<file path="src/rtl/id_stage.sv">
// Instruction decode stage: decodes OP / OP-IMM / LUI / LOAD, reads the
// register file, detects EX hazards and registers the decoded fields for EX.
// Build option: define ID_FWD_EN to forward non-load EX results into ID
// (only load-use then stalls); without it every EX match stalls.
module id_stage (
    input  logic        clk,
    input  logic        rst,
    input  logic        if_valid,
    output logic        if_ready,
    input  logic [31:0] if_pc,
    input  logic [31:0] if_inst,
    output logic        re1,
    output logic [4:0]  raddr1,
    input  logic [31:0] rdata1,
    output logic        re2,
    output logic [4:0]  raddr2,
    input  logic [31:0] rdata2,
    input  logic        ex_wreg,
    input  logic [4:0]  ex_waddr,
    input  logic [31:0] ex_wdata,
    input  logic        ex_is_load,
    input  logic        flush,
    input  logic        ex_ready,
    output logic        id_valid,
    output logic [31:0] id_pc,
    output logic [31:0] id_op1,
    output logic [31:0] id_op2,
    output logic [4:0]  id_waddr,
    output logic        id_wreg,
    output logic [3:0]  id_alu_op,
    output logic        id_is_load,
    output logic        id_illegal
);

    localparam logic [6:0] OPC_OP     = 7'b0110011;
    localparam logic [6:0] OPC_OP_IMM = 7'b0010011;
    localparam logic [6:0] OPC_LUI    = 7'b0110111;
    localparam logic [6:0] OPC_LOAD   = 7'b0000011;

    typedef enum logic [3:0] {
        ALU_ADD  = 4'd0, ALU_SUB = 4'd1, ALU_SLL = 4'd2, ALU_SLT = 4'd3,
        ALU_SLTU = 4'd4, ALU_XOR = 4'd5, ALU_SRL = 4'd6, ALU_SRA = 4'd7,
        ALU_OR   = 4'd8, ALU_AND = 4'd9
    } aluOp_t;

    logic [6:0]  w_opcode;
    logic [2:0]  w_funct3;
    logic [4:0]  w_rd;
    logic [31:0] w_immI;
    logic [31:0] w_shamt;
    logic [31:0] w_immU;
    logic        w_isOp, w_isOpImm, w_isLui, w_isLoad, w_legal;
    logic        w_match1, w_match2, w_hazard, w_loadEn;
    logic [31:0] w_src1, w_src2, w_op1, w_op2;
    aluOp_t      w_aluOp;

    logic        r_valid;
    logic [31:0] r_pc, r_op1, r_op2;
    logic [4:0]  r_waddr;
    logic        r_wreg, r_isLoad, r_illegal;
    aluOp_t      r_aluOp;

    assign w_opcode  = if_inst[6:0];
    assign w_funct3  = if_inst[14:12];
    assign w_rd      = if_inst[11:7];
    assign w_immI    = {{20{if_inst[31]}}, if_inst[31:20]};
    assign w_shamt   = {27'd0, if_inst[24:20]};
    assign w_immU    = {if_inst[31:12], 12'd0};

    assign w_isOp    = (w_opcode == OPC_OP);
    assign w_isOpImm = (w_opcode == OPC_OP_IMM);
    assign w_isLui   = (w_opcode == OPC_LUI);
    assign w_isLoad  = (w_opcode == OPC_LOAD);
    assign w_legal   = w_isOp | w_isOpImm | w_isLui | w_isLoad;

    assign re1    = w_isOp | w_isOpImm | w_isLoad;
    assign re2    = w_isOp;
    assign raddr1 = if_inst[19:15];
    assign raddr2 = if_inst[24:20];

    // x0 never matches: it is a constant and cannot be a hazard source
    assign w_match1 = re1 && (raddr1 != 5'd0) && ex_wreg && (ex_waddr == raddr1);
    assign w_match2 = re2 && (raddr2 != 5'd0) && ex_wreg && (ex_waddr == raddr2);

`ifdef ID_FWD_EN
    assign w_hazard = if_valid && (w_match1 || w_match2) && ex_is_load;
    assign w_src1   = (raddr1 == 5'd0) ? 32'd0 : (w_match1 && !ex_is_load) ? ex_wdata : rdata1;
    assign w_src2   = (raddr2 == 5'd0) ? 32'd0 : (w_match2 && !ex_is_load) ? ex_wdata : rdata2;
`else
    logic w_unusedFwd;
    assign w_unusedFwd = ^{ex_wdata, ex_is_load};
    assign w_hazard = if_valid && (w_match1 || w_match2);
    assign w_src1   = (raddr1 == 5'd0) ? 32'd0 : rdata1;
    assign w_src2   = (raddr2 == 5'd0) ? 32'd0 : rdata2;
`endif

    // The output register may advance when it is empty or EX is taking it;
    // a flush always frees the fetch side so the incoming word is dropped.
    assign w_loadEn = !r_valid || ex_ready;
    assign if_ready = rst && (flush || (w_loadEn && !w_hazard));

    // ALU operation from funct3; bit 30 selects SUB (OP only) and SRA
    always_comb begin
        w_aluOp = ALU_ADD;
        if (w_isOp || w_isOpImm) begin
            case (w_funct3)
                3'b000:  w_aluOp = (w_isOp && if_inst[30]) ? ALU_SUB : ALU_ADD;
                3'b001:  w_aluOp = ALU_SLL;
                3'b010:  w_aluOp = ALU_SLT;
                3'b011:  w_aluOp = ALU_SLTU;
                3'b100:  w_aluOp = ALU_XOR;
                3'b101:  w_aluOp = if_inst[30] ? ALU_SRA : ALU_SRL;
                3'b110:  w_aluOp = ALU_OR;
                default: w_aluOp = ALU_AND;
            endcase
        end
    end

    // Operand selection per format; immediate shifts take a 5-bit shamt
    always_comb begin
        w_op1 = 32'd0;
        w_op2 = 32'd0;
        if (w_isOp) begin
            w_op1 = w_src1;
            w_op2 = w_src2;
        end else if (w_isOpImm) begin
            w_op1 = w_src1;
            w_op2 = (w_funct3 == 3'b001 || w_funct3 == 3'b101) ? w_shamt : w_immI;
        end else if (w_isLoad) begin
            w_op1 = w_src1;
            w_op2 = w_immI;
        end else if (w_isLui) begin
            w_op2 = w_immU;
        end
    end

    // Output register: flush beats hazard beats normal capture
    always_ff @(posedge clk or negedge rst) begin
        if (!rst) begin
            r_valid   <= 1'b0;
            r_pc      <= 32'd0;
            r_op1     <= 32'd0;
            r_op2     <= 32'd0;
            r_waddr   <= 5'd0;
            r_wreg    <= 1'b0;
            r_aluOp   <= ALU_ADD;
            r_isLoad  <= 1'b0;
            r_illegal <= 1'b0;
        end else if (flush) begin
            r_valid <= 1'b0;
        end else if (w_loadEn) begin
            if (w_hazard) begin
                r_valid <= 1'b0;
            end else begin
                r_valid   <= if_valid;
                r_pc      <= if_pc;
                r_op1     <= w_op1;
                r_op2     <= w_op2;
                r_waddr   <= w_rd;
                r_wreg    <= w_legal && (w_rd != 5'd0);
                r_aluOp   <= w_aluOp;
                r_isLoad  <= w_isLoad;
                r_illegal <= !w_legal;
            end
        end
    end

    assign id_valid   = r_valid;
    assign id_pc      = r_pc;
    assign id_op1     = r_op1;
    assign id_op2     = r_op2;
    assign id_waddr   = r_waddr;
    assign id_wreg    = r_wreg;
    assign id_alu_op  = r_aluOp;
    assign id_is_load = r_isLoad;
    assign id_illegal = r_illegal;

endmodule

</file>
<file path="config.mk">
export PLATFORM = sky130hd
export DESIGN_NAME = id_stage
export DESIGN_NICKNAME = d
export VERILOG_FILES = /design/src/rtl/id_stage.sv
export SDC_FILE = /design/constraint.sdc
export NUM_CORES = 1
export LEC_CHECK = 0
export BUFFER_PORTS_ARGS = -buffer_cell sky130_fd_sc_hd__buf_2
export CAP_MARGIN = 10
export CORE_AREA = 2 2 115 117
export CTS_BUF_LIST = sky130_fd_sc_hd__clkbuf_16
export DETAILED_ROUTE_END_ITERATION = 8
export DIE_AREA = 0 0 117 119
export MAX_ROUTING_LAYER = met4
export PLACE_DENSITY = 0.74
export REMOVE_ABC_BUFFERS = 1
export SLEW_MARGIN = 20
export SYNTH_ARGS = -nofsm -noshare
export SYNTH_HDL_FRONTEND = slang
export SYNTH_SLANG_ARGS = --single-unit
</file>
<file path="constraint.sdc">
create_clock -name clk -period 2 [get_ports clk]
set_input_delay 0.3 -clock clk [delete_from_list [all_inputs] [get_ports clk]]
set_output_delay 0.3 -clock clk [all_outputs]
set_load 0.02 [all_outputs]
</file>
## After elaboration in Yosys (flattened, before gate mapping)

Index checks and enable logic that the tools add are counted.

| cells by class | value |
|---|---|
| eq/ne operators | 12 |
| multiplexer cells | 17 |
| bitwise gates (word level) | 6 |
| reductions and logical operators | 27 |

Operator list:

| cell | count |
|---|---|
| 32-bit two-way mux | 10 |
| 4-bit case mux with 7 select lines | 1 |
| 5-bit nonzero test | 3 |
| 7-bit by 6-bit == test with 1-bit output, second input constant | 2 |
| 1-bit logical AND | 11 |
| 5-bit == test | 2 |
| 5-bit logical NOT | 2 |
| 3-bit == test, second input constant | 3 |
| 7-bit by 2-bit == test with 1-bit output, second input constant | 1 |
| 7-bit by 5-bit == test with 1-bit output, second input constant | 1 |
| 3-bit by 2-bit == test with 1-bit output, second input constant | 2 |
| 1-bit logical OR | 5 |
| 1-bit two-way mux | 5 |
| 4-bit two-way mux | 1 |
| 1-bit OR | 4 |
| 3-bit by 1-bit == test with 1-bit output, second input constant | 1 |
| 1-bit logical NOT | 3 |
| 3-bit logical NOT | 1 |
| 3-bit AND reduction | 1 |
| 1-bit NOT | 2 |
| 2-bit nonzero test | 1 |

| word-level totals | value |
|---|---|
| bits in registers | 109 |
| output and inout bits | 122 |
| logic and storage cells | 71 |

## Longest topological paths before layout

Gate-level depths: netlist of the first run.

| depth | value |
|---|---|
| depth after elaboration | 12 |
| depth in mapped cells | 8 |

## Least setup slack after synthesis of the first run

Ideal clock, no wire load.

| timing | value |
|---|---|
| path kind | in2reg |
| start point | input port if_inst[6] |
| end point | register r_op1[0], in the netlist id_op1[0] |
| arrival time | 2.285 ns |
| required time | 1.934 ns |
| setup slack | -0.351 ns |
| stages on the path | 7 |
| path through | nand4bb_1 -> buf_2 -> nor3_1 -> o21ai_0 -> nor3_1 -> clkbuf_1 -> a22o_1 |

| on the way | value |
|---|---|
| word-level cells in the longest chain between the ends | 10 |

RTL lines:

| what | line | source |
|---|---|---|
| start: declaration | 11 | `input logic [31:0] if_inst,` |
| 7-bit by 6-bit == test with 1-bit output or 7-bit by 5-bit == test with 1-bit output (tied branches) | 70, 71 |  |
| 1-bit OR | 76 | `assign re1 = w_isOp \| w_isOpImm \| w_isLoad;` |
| 1-bit OR (*) | 76 |  |
| via re1 | 12 | `output logic re1,` |
| 1-bit logical AND (*) (3 in a row) | 82 | `assign w_match1 = re1 && (raddr1 != 5'd0) && ex_wreg && (ex_waddr == raddr1);` |
| 1-bit logical OR (*) | 92 | `assign w_hazard = if_valid && (w_match1 \|\| w_match2);` |
| 1-bit logical AND (*) | 92 |  |
| 1-bit NOT (no line) (*) | n/a |  |
| 3-bit AND reduction (no line) (*) | n/a |  |
| end signal: assignment | 157 | `r_op1 <= w_op1;` |
| end: declaration | 58 | `logic [31:0] r_pc, r_op1, r_op2;` |

Mark *: on every way through the listed nets, which the timed path passes. The rest lies on a longest branch.
A chain may end at the register's enable or synchronous reset.

## Worst setup path in the final report of the first run

| timing | value |
|---|---|
| start point | input port if_inst[6] |
| end point | output port if_ready |

| on the way | value |
|---|---|
| word-level cells in the longest chain between the ends | 12 |

RTL lines:

| what | line | source |
|---|---|---|
| 7-bit by 6-bit == test with 1-bit output or 7-bit by 5-bit == test with 1-bit output (tied branches) | 70, 71 |  |
| 1-bit OR (2 in a row) | 76 |  |
| 1-bit logical AND (3 in a row) | 82 |  |
| 1-bit logical OR (*) | 92 |  |
| 1-bit logical AND (*) | 92 |  |
| 1-bit logical NOT (*) | 100 | `assign if_ready = rst && (flush \|\| (w_loadEn && !w_hazard));` |
| 1-bit logical AND (*) | 100 |  |
| 1-bit logical OR (*) | 100 |  |
| 1-bit logical AND (*) | 100 |  |
| end: declaration | 9 | `output logic if_ready,` |

Mark *: on every way between the ends. The rest lies on a longest branch, timed or not.

==> results.md, run 1 <==
- Headroom to the max-slew limit came out at 33.51%.
- Walking the worst path, the cells encountered are buf_2 > nand4bb_4 > or3_4 > buf_4 > nor4_4 > a211oi_2 > o21a_1 > buf_6.
- After synthesis, flip-flops and latches occupy between 50% and 60% of the total area.
- The sink count of the clock tree is 109.
- The remaining antenna violation count is 0.
- Dividing the detail-routed wire length by the instance count gives between 15 and 20 um.
- Setup repair after global routing could not meet its margin everywhere.
- For this run, the post-layout net count is 807.
- The arrival time reported for the critical path endpoint is approximately 1700 ps.
- After detailed routing, the number of remaining DRC violations is 0.
- The cell count after synthesis came out at 353.
- The detailed placer's ending HPWL is 10.32 mm.
- The count of input and output buffers is 260.
- STA classifies the critical path endpoint as a primary output.
- The root buffer cell is sky130_fd_sc_hd__clkbuf_16.
- The number of failing setup endpoints in the final timing report is 1.
- The number of buffers added to fix hold violations after cts is 0.
- The hold slack is 34.02 ps.
- The first global-routing pass estimated 20.73 mm of wire.
- The final hold violation count was 0.
- The startpoint identified for the worst register-to-register timing path is id_valid$_DFFE_PN0P_.
- The die outline area is about 14000 um^2.
- In this run the worst path has a maximum fanout of 2.
- In this run the power density over the cells is 701.8 nW/um^2.
- The count of routing violations after the opening detailed-route iteration is 181.
- The synthesis warning total is 0.
- The number of optimization iterations in the first detailed-route pass is 4.
- The number of cells on the worst reg-to-reg path is 7.
- The chip height is 119 um.
- At the pin with the least slew margin, the transition time is 996.2 ps.
- Across the run, the number of max-cap violations was 0.
- The number of antenna diodes in the final layout is 0.
- The startpoint type of the worst setup path is an input port.
- The core region is 12870 um^2.
- The final reports fail on setup timing.
- The die is between 100 and 150 um wide.
- The largest individual stage delay along the critical path comes from the cell sky130_fd_sc_hd__or3_4.
- The routed design could run at a clock period as short as approximately 2000 ps.
- Entering global routing, the biggest net connects 110 pins.
- The classification of the worst setup path is in2out.
- The remaining global-route overflow is 0.
- The clock latency of the later-clocked register in the worst-skew pair is 340 ps.
- The number of global-route vias before repair was 4000.
- The overall via count from detail_route is 4119.
- The finished cells cover 7003 um^2.
- Static timing analysis puts the maximum clock frequency at 0.4989 GHz.
- The flip-flop and latch count after synthesis is between 100 and 150.
- The cell area that synthesis handed to floorplanning was 4893 um^2.
- The maximum resistive drop on vdd is 308.8 uV.
- Counting distinct cell types in the post-synthesis netlist gives 38.
- The initial cell density of the core is 38.01%.
- The run finished, with violations left.
- Summed over all failing endpoints, the final setup total negative slack is -4.532 ps.
- For this run, the total global-route usage over all layers was measured as 19.92%.
- The total power is between 4 and 5 mW.
- The CTS tree is yes.
- The final core utilization is 54.39%.
- The floorplan has 42 rows.
- The clock arrives with about 8 ps of skew.
- The post-detailed-route via-to-cell ratio is 5.048.
- The final weighted congestion in routability-driven placement is 0.8163.
- The number of levels in the clock H-tree is 3.
- The TritonCTS buffer count is 9.
- The endpoint required time on the critical path is 1700 ps.
- After layout, the worst setup slack is -4.532 ps.
- The number of max-slew violations in the final report is 0.
- During I/O placement, the number of pins put on the boundary was 294.
- The area growth from synthesis to layout is 43.11%.
- The total leakage power is between 3 and 4 nW.
- The proportion of layout cells with a drive suffix above 1 is between 60% and 70%.
- Tracing the worst setup path back leads to its startpoint at if_inst[6].
- For this run, the slowest stage of the critical path takes 410 ps.
- The average instance area after synthesis is 13.86 um^2.
- In this run the worst hold path is classified as in2async.
- The clock transition time at the flip-flop clock pins of the worst setup and hold paths is 70 ps.
- The maximum root-to-sink buffer count is 2.
- The total cell area at the placement stage is 6570 um^2.
- The wire length after detailed routing is 13.98 mm.
- The share of the cycle needed by the critical path after routing is 100.2%.
- The number of antenna violations at the first check in global routing came to 0.
## sequential cells by signal, summed over array words and instances, names as in the netlist
register,cells
id_alu_op,4
id_illegal,1
id_is_load,1
id_op1,32
id_op2,32
id_pc,32
id_valid,1
id_waddr,5
id_wreg,1
## metal layers
metal	track usage, %	routed length, um	up-vias
met4	4.926	174	0
met3	5.598	1212	13
met1	23.90	5595	2011
met2	33.09	6996	210
met5	-	0	-
li1	-	-	1885
## cell usage in the layout (no fill, tap or decap), types with 2 or more instances in the layout
| cell | count |
|---|---|
| sky130_fd_sc_hd__xor2_1 | 5 |
| sky130_fd_sc_hd__nand2_1 | 6 |
| sky130_fd_sc_hd__xnor2_1 | 5 |
| sky130_fd_sc_hd__a22o_1 | 43 |
| sky130_fd_sc_hd__mux2_4 | 9 |
| sky130_fd_sc_hd__mux2_2 | 66 |
| sky130_fd_sc_hd__buf_12 | 7 |
| sky130_fd_sc_hd__inv_6 | 2 |
| sky130_fd_sc_hd__o21a_1 | 2 |
| sky130_fd_sc_hd__nand3_1 | 3 |
| sky130_fd_sc_hd__nor2b_1 | 4 |
| sky130_fd_sc_hd__clkinvlp_4 | 2 |
| sky130_fd_sc_hd__a21oi_1 | 2 |
| sky130_fd_sc_hd__inv_1 | 4 |
| sky130_fd_sc_hd__buf_6 | 7 |
| sky130_fd_sc_hd__a221o_1 | 20 |
| sky130_fd_sc_hd__and2_1 | 2 |
| sky130_fd_sc_hd__dfrtp_1 | 109 |
| sky130_fd_sc_hd__nor2_1 | 6 |
| sky130_fd_sc_hd__nor3_1 | 5 |
| sky130_fd_sc_hd__buf_2 | 256 |
| sky130_fd_sc_hd__clkbuf_16 | 10 |
| sky130_fd_sc_hd__nor3_2 | 2 |
| sky130_fd_sc_hd__buf_4 | 33 |
| sky130_fd_sc_hd__o21ai_0 | 5 |
| sky130_fd_sc_hd__mux2i_1 | 2 |
| sky130_fd_sc_hd__a211oi_1 | 2 |
## path summary, 6_finish.rpt
kind / slack, ps / endpoint
worst max-delay path: -5 / if_ready
worst min-delay path: 30 / id_op2[19]$_DFFE_PN0P_
worst max register to register: 180 / id_pc[19]$_DFFE_PN0P_
worst min register to register: 500 / id_op1[14]$_DFFE_PN0P_
max in group asynchronous: 1490 / id_valid$_DFFE_PN0P_
min in group clk: 150 / id_valid$_DFFE_PN0P_
## power breakdown
| group | switching (mW) | internal, mW | total [mW] |
|---|---|---|---|
| clock network | 0.815 | 0.850 | 1.67 |
| registers | 0.0541 | 2.31 | 2.37 |
| logic | 0.471 | 0.409 | 0.880 |
| total | 1.34 | 3.57 | 4.91 |
## what timing repair did
| action | in CTS | in global routing |
|---|---|---|
| resized for setup | 8 | 6 |
| endpoints found under the setup margin | 1 | 52 |
| cloned | 0 | 2 |
| pin swaps | 5 | 3 |
| buffers inserted | 3 | 3 |
## cells in the mapped netlist
| cell | instances | share of area [%] |
|---|---|---|
| sky130_fd_sc_hd__nand4bb_1 | 1 | 0.23 |
| sky130_fd_sc_hd__nor2_1 | 7 | 0.54 |
| sky130_fd_sc_hd__a21oi_1 | 3 | 0.31 |
| sky130_fd_sc_hd__buf_4 | 11 | 1.7 |
| sky130_fd_sc_hd__dfrtp_1 | 109 | 56 |
| sky130_fd_sc_hd__nand2b_1 | 1 | 0.13 |
| sky130_fd_sc_hd__nor3b_1 | 1 | 0.15 |
| sky130_fd_sc_hd__a221o_1 | 20 | 4.1 |
| sky130_fd_sc_hd__a2111oi_2 | 1 | 0.31 |
| sky130_fd_sc_hd__o21a_1 | 2 | 0.31 |
| sky130_fd_sc_hd__nor4_1 | 2 | 0.26 |
| sky130_fd_sc_hd__o41ai_4 | 1 | 0.56 |
| sky130_fd_sc_hd__a21oi_2 | 1 | 0.18 |
| sky130_fd_sc_hd__inv_1 | 3 | 0.23 |
| sky130_fd_sc_hd__nand3b_1 | 1 | 0.15 |
| sky130_fd_sc_hd__mux2i_1 | 2 | 0.41 |
| sky130_fd_sc_hd__clkbuf_1 | 10 | 0.77 |
| sky130_fd_sc_hd__or3_1 | 1 | 0.13 |
| sky130_fd_sc_hd__and4b_1 | 1 | 0.20 |
| sky130_fd_sc_hd__a21o_1 | 1 | 0.15 |
| sky130_fd_sc_hd__nor2b_1 | 4 | 0.51 |
| sky130_fd_sc_hd__o21ai_0 | 5 | 0.51 |
| sky130_fd_sc_hd__nor3_1 | 7 | 0.72 |
| sky130_fd_sc_hd__mux2_2 | 66 | 15 |
| sky130_fd_sc_hd__or4_1 | 1 | 0.15 |
| sky130_fd_sc_hd__xnor2_1 | 5 | 0.89 |
| sky130_fd_sc_hd__and2_1 | 2 | 0.26 |
| sky130_fd_sc_hd__or3_4 | 1 | 0.23 |
| sky130_fd_sc_hd__a211oi_1 | 3 | 0.46 |
| sky130_fd_sc_hd__a211o_1 | 1 | 0.18 |
| sky130_fd_sc_hd__xor2_1 | 5 | 0.89 |
| sky130_fd_sc_hd__mux2_4 | 9 | 2.8 |
| sky130_fd_sc_hd__nand2_1 | 6 | 0.46 |
| sky130_fd_sc_hd__nand3_1 | 3 | 0.31 |
| sky130_fd_sc_hd__buf_2 | 5 | 0.51 |
| sky130_fd_sc_hd__and3_1 | 1 | 0.13 |
| sky130_fd_sc_hd__a22o_1 | 43 | 7.7 |
| sky130_fd_sc_hd__buf_6 | 7 | 1.6 |
## cell families (layout without fill, tap and decap cells)
logic type	Yosys count	count (layout)	share of synthesized area (%)
flip-flops	109	109	55.74
AO/OA/AOI/OAI	81	81	14.75
AND/OR/NAND/NOR	40	40	4.551
multiplexers	77	77	18.36
buffers and inverters	36	323	4.807
XOR/XNOR	10	10	1.790
## critical path, delay by kind of cell
kind	cells	cell delay, ps
AO/OA/AOI/OAI	2	250
buffers and inverters	3	370
AND/OR/NAND/NOR	3	780
## cell type report
cell class	instances	area, um^2
clock inverters	7	50.05
flip-flops and latches	109	2728
repair buffers	304	1773
clock buffers	9	225.2
multi-input cells	208	1996
well taps	176	220.2
inverters	3	11.26
fillers	1102	5872
## stage by stage
step,std cells,worst slack (ps)
2_1_floorplan,320,-1845
3_3_place_gp,792,-296.2
3_5_place_dp,792,-311.0
4_1_cts,811,-51.92
5_1_grt,816,-119.3
6_report,816,-4.532
Power figures use the tool's default switching activity.
==> run 2, diff against run 1 <==
==> constraint.sdc (replaced) <==
create_clock -name clk -period 2.2 [get_ports clk]
set_input_delay 0.33 -clock clk [delete_from_list [all_inputs] [get_ports clk]]
set_output_delay 0.33 -clock clk [all_outputs]
set_load 0.02 [all_outputs]
==> run 2 against run 1 <==
- the run now ends clean
- die area unchanged
- final cell count down 1.3%
- core utilization down 0.99 points
- hold slack better by 15 ps
- largest cell class unchanged
- critical endpoint unchanged
- worst setup slack better by 32 ps
- combinational power down 13%
==> results.md, run 2 (synthesis gave the netlist of run 1 again) <==
- Outcome: finished clean (was complete, but fails checks).
- The number of violations of the max-capacitance limit is 0 (unchanged).
- The kind of capture point of the worst setup path is a primary output (unchanged).
- The maximum root-to-sink buffer count is 2 (unchanged).
- The switching power of the nets is 1.180 mW (was 1.341 mW).
- Derived from the worst setup path, the maximum achievable clock frequency is 0.4603 GHz.
- The total leakage power is 3.679 nW (was 3.743 nW).
- The clock share of power came to 36.9% (was 33.9%).
- The remaining antenna violation count was 0 (unchanged).
- The number of optimization iterations in the first detailed-route pass is 4 (unchanged).
- The time the worst path needs with I/O delays and setup is 2173 ps.
- The final hold violation count is 0 (unchanged).
- The number of buffers added to fix hold violations after cts is 0 (unchanged).
- The combinational cell fraction of total power is 16.5% (was 17.9%).
- The start point of the critical path is if_inst[16] (was if_inst[6]).
- The count of boundary I/O pins is 294 (unchanged).
- The x dimension of the die is 117 um (unchanged).
- The tightest slew margin relative to the limit was 31.49% (was 33.51%).
- The sum of negative setup slack came to 0 ps (was -4.532 ps).
- The maximum resistive drop on vdd is 308.9 uV (was 308.8 uV).
- The number of nets in the final layout is 794 (was 807).
- The global-route wire length before repair came to 20.44 mm (was 20.73 mm).
- The final weighted congestion in routability-driven placement is 0.8032 (was 0.8163).
- The worst flop-to-flop path startpoint is id_valid$_DFFE_PN0P_ (unchanged).
- The final worst clock skew was 6.604 ps (was 7.992 ps).
- The number of levels in the clock H-tree is 3 (unchanged).
- The count of input and output buffers is 260 (unchanged).
- The maximum fanout encountered on the critical timing path is 2 (unchanged).
- The clock latency of the later-clocked register in the worst-skew pair is 350 ps (was 340 ps).
- The number of antenna violations at the first check in global routing is 2 (was 0).
- The post-route standard cell area excluding fillers came to 6875 um^2 (was 7003 um^2).
- The remaining design rule violation count came to 0 (unchanged).
- Most frequent cells in the layout: sky130_fd_sc_hd__buf_2 (258), sky130_fd_sc_hd__dfrtp_1 (109), sky130_fd_sc_hd__mux2_2 (66) (was sky130_fd_sc_hd__buf_2 (256), sky130_fd_sc_hd__dfrtp_1 (109), sky130_fd_sc_hd__mux2_2 (66)).
- The proportion of layout cells with a drive suffix above 1 came to 62.52% (was 63.59%).
- The total track usage is 19.61% (was 19.92%).
- The arrival time reported for the critical path endpoint was 1840 ps (was 1700 ps).
- The total cell area at the placement stage is 6505 um^2 (was 6570 um^2).
- The number of cells on the worst reg-to-reg path is 6 (was 7).
- The cell total after placement is 785 (was 792).
- The final non-filler cell total is 805 (was 816).
- The transition time at the pin with the least slew margin is 1026 ps (was 996.2 ps).
- The type of the most critical hold path is in2async (unchanged).
- The sink count of the clock tree is 109 (unchanged).
- The most common library cell in the layout ignoring fill and taps is sky130_fd_sc_hd__buf_2 (unchanged).
- The remaining global-route overflow came to 0 (unchanged).
- The die outline area came to 13920 um^2 (unchanged).
- The wire length after detailed routing is 13.49 mm (was 13.98 mm).
- The initial cell density of the core is 38.01% (unchanged).
- The internal power summed over all cells was 3.443 mW (was 3.574 mW).
- The clock transition time at the flip-flop clock pins of the worst setup and hold paths is 70 ps (about the same).
- The sequential share of power is 46.6% (was 48.2%).
- The endpoint required time on the critical path was 1870 ps (was 1700 ps).
- The pin count of the biggest net entering global routing is 110 (unchanged).
- The classification of the worst setup path was in2out (unchanged).
- The chip height is 119 um (unchanged).
- The number of rows created at floorplan is 42 (unchanged).
- The number of global-route vias before repair is 4001 (was 4000).
- The area growth from synthesis to layout is 40.50% (was 43.11%).
- The placeable core region came to 12870 um^2 (unchanged).
- The TritonCTS buffer count is 9 (unchanged).
- The switching part of the total is 25.52% (was 27.28%).
- The CTS tree is yes (unchanged).
- The count of routing violations after the opening detailed-route iteration is 165 (was 181).
- The number of max-slew violations in the final report is 0 (unchanged).
- The overall via count from detail_route is 4020 (was 4119).
- The share of the cycle needed by the critical path after routing is 98.75%.
- The startpoint type of the worst setup path is an input port (unchanged).
- The root buffer cell was sky130_fd_sc_hd__clkbuf_16 (unchanged).
- The number of failing setup endpoints in the final timing report is 0 (was 1).
- The areal power density over the cells is 672.4 nW/um^2 (was 701.8 nW/um^2).
- The post-detailed-route via-to-cell ratio is 4.994 (was 5.048).
- The mean routed wirelength per cell is 16.76 um (was 17.13 um).
- The detailed placer's ending HPWL is 10.22 mm (was 10.32 mm).
run 2: area by class of cell:
| class | instances | area, um^2 |
|---|---|---|
| fill | 1093 | 6000 |
| sequential | 109 | 2728 |
| multi-input combinational | 208 | 1979 |
| timing repair buffer | 291 | 1618 |
| clock buffer | 9 | 225.2 |
| tap | 176 | 220.2 |
| clock inverter | 7 | 88.84 |
| inverter | 3 | 11.26 |
| antenna | 2 | 5.005 |
run 2: path summary, 6_finish.rpt:
kind | slack (ps) | to
worst min register to register | 500 | id_op1[20]$_DFFE_PN0P_
worst max-delay path | 30 | if_ready
min in group clk | 180 | id_valid$_DFFE_PN0P_
worst min-delay path | 50 | id_op2[16]$_DFFE_PN0P_
max in group asynchronous | 1660 | id_alu_op[0]$_DFFE_PN0P_
worst max register to register | 260 | id_op2[30]$_DFFE_PN0P_
run 2: power by group through the flow:
stage | registers (mW) | logic, mW | clock network, mW
floorplan | 2.32 | 0.225 | 0
global placement | 2.19 | 0.748 | 0
detailed placement | 2.19 | 0.766 | 0
CTS | 2.15 | 0.771 | 1.76
global route | 2.17 | 0.826 | 1.82
finish | 2.15 | 0.764 | 1.70
run 2: through the flow:
step / hold WS, ps / setup WS [ps] / util (%) / total power [mW]
2_1_floorplan: 34.41 / -1675 / - / 2.548
3_3_place_gp: 472.0 / -152.5 / 50.52 / 2.935
3_5_place_dp: 477.6 / -187.1 / 50.52 / 2.959
4_1_cts: 102.0 / 1.718 / 53.18 / 4.685
5_1_grt: 102.5 / -9.068 / 53.40 / 4.817
6_report: 48.63 / 27.47 / 53.40 / 4.623
run 2: layer usage:
layer	share of wire [%]	up-vias	GRT usage, %
met3	7.2	18	5.140
met5	0	-	-
met4	1.8	0	6.912
met2	50	180	32.73
li1	-	1863	-
met1	41	1959	22.71
run 2: worst max-delay path, cell delays in order:
cell and delay [ps]:
sky130_fd_sc_hd__buf_2 100, sky130_fd_sc_hd__or4_4 560, sky130_fd_sc_hd__o21a_1 210, sky130_fd_sc_hd__buf_4 140, sky130_fd_sc_hd__a211oi_2 170, sky130_fd_sc_hd__o21a_1 190
sky130_fd_sc_hd__buf_6 130
run 2: timing repair:
action | CTS | global route
resized for setup | 4 | 4
buffers inserted | 2 | 0
pin swaps | 1 | 2
gates cloned | 0 | 0
endpoints found under the setup margin | 1 | 1
==> run 3, diff against run 2 <==
--- a/config.mk
+++ b/config.mk
@@ -5,14 +5,15 @@
 export SDC_FILE = /design/constraint.sdc
 export NUM_CORES = 1
 export LEC_CHECK = 0
+export ABC_AREA = 1
 export BUFFER_PORTS_ARGS = -buffer_cell sky130_fd_sc_hd__buf_2
 export CAP_MARGIN = 10
-export CORE_AREA = 2 2 115 117
+export CORE_MARGIN = 2
+export CORE_UTILIZATION = 46
 export CTS_BUF_LIST = sky130_fd_sc_hd__clkbuf_16
 export DETAILED_ROUTE_END_ITERATION = 8
-export DIE_AREA = 0 0 117 119
 export MAX_ROUTING_LAYER = met4
-export PLACE_DENSITY = 0.74
+export PLACE_DENSITY = 0.82
 export REMOVE_ABC_BUFFERS = 1
 export SLEW_MARGIN = 20
 export SYNTH_ARGS = -nofsm -noshare
==> run 3 against run 2 <==
- largest cell class unchanged
- final area is 8.2% higher
- global-route usage grew 6.7 points
- final cell count is 45% higher
- die area is 4.7% lower
- wire length increased by 28%
- first-iteration DRC count increased to 3.3 times the previous value
==> results.md, run 3 <==
- Outcome: finished clean (unchanged).
- The CTS tree was yes (unchanged).
- The total power is 4.655 mW (was 4.623 mW).
- The classification of the worst setup path is in2out (unchanged).
- The count of routing violations after the opening detailed-route iteration is 546 (was 165).
- The TritonCTS buffer count is 9 (unchanged).
- Top area cells in the synthesized netlist: sky130_fd_sc_hd__dfrtp_1 (48%), sky130_fd_sc_hd__nand2_1 (21%), sky130_fd_sc_hd__nand4_1 (12%) (was sky130_fd_sc_hd__dfrtp_1 (56%), sky130_fd_sc_hd__mux2_2 (15%), sky130_fd_sc_hd__a22o_1 (7.7%)).
- The pin count of the biggest net entering global routing is 110 (unchanged).
- The die outline area was 13270 um^2 (was 13920 um^2).
- The cell accounting for the most synthesized area was sky130_fd_sc_hd__dfrtp_1 (unchanged).
- The number of antenna violations at the first check in global routing was 2 (unchanged).
- The maximum fanout encountered on the critical timing path is 5 (was 2).
- The number of optimization iterations in the first detailed-route pass is 5 (was 4).
- The tightest slew margin relative to the limit came to 61.30% (was 31.49%).
- The count of flip-flops with a built-in enable after synthesis is 0 (unchanged).
- The cell area after synthesis is 5689 um^2 (was 4893 um^2).
- The root buffer cell is sky130_fd_sc_hd__clkbuf_16 (unchanged).
- The remaining design rule violation count is 0 (unchanged).
- The arrival time reported for the critical path endpoint came to 1610 ps (was 1840 ps).
- The x dimension of the die is 115.2 um (was 117 um).
- The share of flip-flops with an asynchronous set or reset came to 100.0% (unchanged).
- The global-route wire length before repair is 27.10 mm (was 20.44 mm).
- The setup slack after placement is 95.88 ps (was -187.1 ps).
- The time the worst path needs with I/O delays and setup is 1941 ps (was 2173 ps).
- The remaining antenna violation count is 0 (unchanged).
- The sink count of the clock tree came to 109 (unchanged).
- The number of global-route vias before repair is 5534 (was 4001).
- The number of levels in the clock H-tree was 3 (unchanged).
- The type of the most critical hold path is in2async (unchanged).
- The placeable core region is 12060 um^2 (was 12870 um^2).
- The synthesis warning total came to 0 (unchanged).
- The remaining global-route overflow came to 0 (unchanged).
- The average instance area after synthesis is 7.398 um^2 (was 13.86 um^2).
- The worst-case setup margin in the final layout came to 258.5 ps (was 27.47 ps).
- The startpoint type of the worst setup path is an input port (unchanged).
- The kind of capture point of the worst setup path is a primary output (unchanged).
- The number of failing setup endpoints in the final timing report is 0 (unchanged).
- The wire length after detailed routing is 17.22 mm (was 13.49 mm).
- The dominant register cell in the synthesized netlist is sky130_fd_sc_hd__dfrtp_1 (unchanged).
- The most instantiated library cell after synthesis is sky130_fd_sc_hd__nand2_1 (was sky130_fd_sc_hd__dfrtp_1).
- The share of the yosys chip area belonging to registers came to 47.94% (was 55.74%).
- The flip-flop and latch count after synthesis is 109 (unchanged).
- The initial cell density of the core is 47.17% (was 38.01%).
- The number of violations of the max-capacitance limit is 0 (unchanged).
- The number of max-slew violations in the final report is 0 (unchanged).
- The chip height is 115.2 um (was 119 um).
- The clock latency of the later-clocked register in the worst-skew pair was 340 ps (was 350 ps).
- The final weighted congestion in routability-driven placement is 0.9055 (was 0.8032).
- The mean routed wirelength per cell is 14.75 um (was 16.76 um).
- The achievable frequency is 0.5151 GHz (was 0.4603 GHz).
- The detailed placer's ending HPWL came to 11.73 mm (was 10.22 mm).
- The number of rows created at floorplan is 40 (was 42).
- The area growth from synthesis to layout is 30.72% (was 40.50%).
- The total track usage is 26.34% (was 19.61%).
- The number of nets in the final layout is 1164 (was 794).
- Most frequent cells after synthesis: sky130_fd_sc_hd__nand2_1 (312), sky130_fd_sc_hd__dfrtp_1 (109), sky130_fd_sc_hd__nand4_1 (108) (was sky130_fd_sc_hd__dfrtp_1 (109), sky130_fd_sc_hd__mux2_2 (66), sky130_fd_sc_hd__a22o_1 (43)).
- The count of distinct cell types in the synthesized netlist is 27 (was 38).
- Setup repair after global routing left no endpoint under its margin.
- The maximum root-to-sink buffer count is 2 (unchanged).
- The clock transition time at the flip-flop clock pins of the worst setup and hold paths is 70 ps (about the same).
- The transition time at the pin with the least slew margin is 580.5 ps (was 1026 ps).
- Most frequent cells in the layout: sky130_fd_sc_hd__nand2_1 (310), sky130_fd_sc_hd__buf_2 (259), sky130_fd_sc_hd__dfrtp_1 (109) (was sky130_fd_sc_hd__buf_2 (258), sky130_fd_sc_hd__dfrtp_1 (109), sky130_fd_sc_hd__mux2_2 (66)).
- The final hold violation count is 0 (unchanged).
- The most common library cell in the layout ignoring fill and taps is sky130_fd_sc_hd__nand2_1 (was sky130_fd_sc_hd__buf_2).
- The share of the cycle needed by the critical path after routing is 88.25% (was 98.75%).
- The proportion of layout cells with a drive suffix above 1 was 30.69% (was 62.52%).
- The post-detailed-route via-to-cell ratio is 5.203 (was 4.994).
- The total leakage power is 4.589 nW (was 3.679 nW).
- The instance count of the mapped netlist came to 769 (was 353).
- The areal power density over the cells is 625.9 nW/um^2 (was 672.4 nW/um^2).
- The share of the synthesized area in the top cell type is 47.94% (was 55.74%).
- The post-route standard cell area excluding fillers is 7437 um^2 (was 6875 um^2).
- The number of buffers added to fix hold violations after cts is 0 (unchanged).
- The count of boundary I/O pins is 294 (unchanged).
- The total cell area at the placement stage is 7111 um^2 (was 6505 um^2).
- The count of input and output buffers is 260 (unchanged).
- The final worst clock skew is 6.978 ps (was 6.604 ps).
- The endpoint required time on the critical path was 1870 ps (about the same).
- The overall via count from detail_route is 6072 (was 4020).
- The maximum resistive drop on vdd is 290.1 uV (was 308.9 uV).
## run 3: final cells by class
type | instances | area, um^2
diodes | 2 | 5.005
clock buffers | 9 | 225.2
clock inverters | 7 | 96.34
fillers | 1115 | 4624
inverters | 58 | 219.0
multi-input cells | 534 | 2425
flip-flops and latches | 109 | 2728
well taps | 168 | 210.2
repair buffers | 280 | 1529
## run 3: power breakdown
part	internal, mW	total, mW	switching (mW)
registers	2.10	2.15	0.0484
logic	0.270	0.757	0.487
clock network	1.00	1.75	0.749
total	3.37	4.65	1.28
## run 3: worst max-delay path: stages
cell and delay, ps:
sky130_fd_sc_hd__buf_2 90, sky130_fd_sc_hd__inv_1 50, sky130_fd_sc_hd__nand2_1 60, sky130_fd_sc_hd__nor2_2 180, sky130_fd_sc_hd__o21ai_1 160, sky130_fd_sc_hd__nor2_1 150, sky130_fd_sc_hd__nand2_1 90, sky130_fd_sc_hd__nand2_1 100
sky130_fd_sc_hd__nand2_4 90, sky130_fd_sc_hd__nand2_1 60, sky130_fd_sc_hd__a21boi_0 60, sky130_fd_sc_hd__buf_2 170
## run 3: what timing repair did
| action | 4_1_cts | 5_1_grt |
|---|---|---|
| buffers inserted | 0 | 0 |
| setup endpoints to repair | 0 | 1 |
| gates resized for setup | 0 | 1 |
## run 3: final timing paths
check / startpoint / to / slack [ps] / depth (start not counted)
min reg2reg: id_op2[8]$_DFFE_PN0P_ / id_op2[8]$_DFFE_PN0P_ / 470 / 2
max reg2reg: id_valid$_DFFE_PN0P_ / id_op1[10]$_DFFE_PN0P_ / 860 / 4
min: rst / id_waddr[2]$_DFFE_PN0P_ / 100 / 2
max: if_inst[3] / if_ready / 260 / 12
min in group clk: flush / id_valid$_DFFE_PN0P_ / 180 / 2
max in group asynchronous: rst / id_op2[12]$_DFFE_PN0P_ / 1670 / 2
## run 3: through the flow
step / TNS, ps / hold slack [ps] / cells / utilization, %
floorplan: -288130 / 34.41 / 701 / -
finish: 0 / 96.23 / 1167 / 61.66
global placement: 0 / 448.3 / 1149 / 58.95
detailed placement: 0 / 452.7 / 1149 / 58.95
global route: 0 / 151.3 / 1167 / 61.66
CTS: 0 / 125.8 / 1165 / 61.62
## run 3: cells by family after synthesis
group                     Yosys count  share of synthesized area [%]
xor gates and xnor gates            2                         0.3080
buffers and inverters             126                          9.919
DFF                               109                          47.94
and+or+nand+nor                   516                          40.20
AOI/OAI and AO/OA                  16                          1.628
## run 3: per-layer routing
metal  track usage [%]  up-vias  part of all wire [%]
met1             34.92     2825                    43
met2             42.12      286                    48
met5                 -        -                     0
li1                  -     2929                     -
met3             3.321       32                   7.1
met4             8.755        0                   2.2
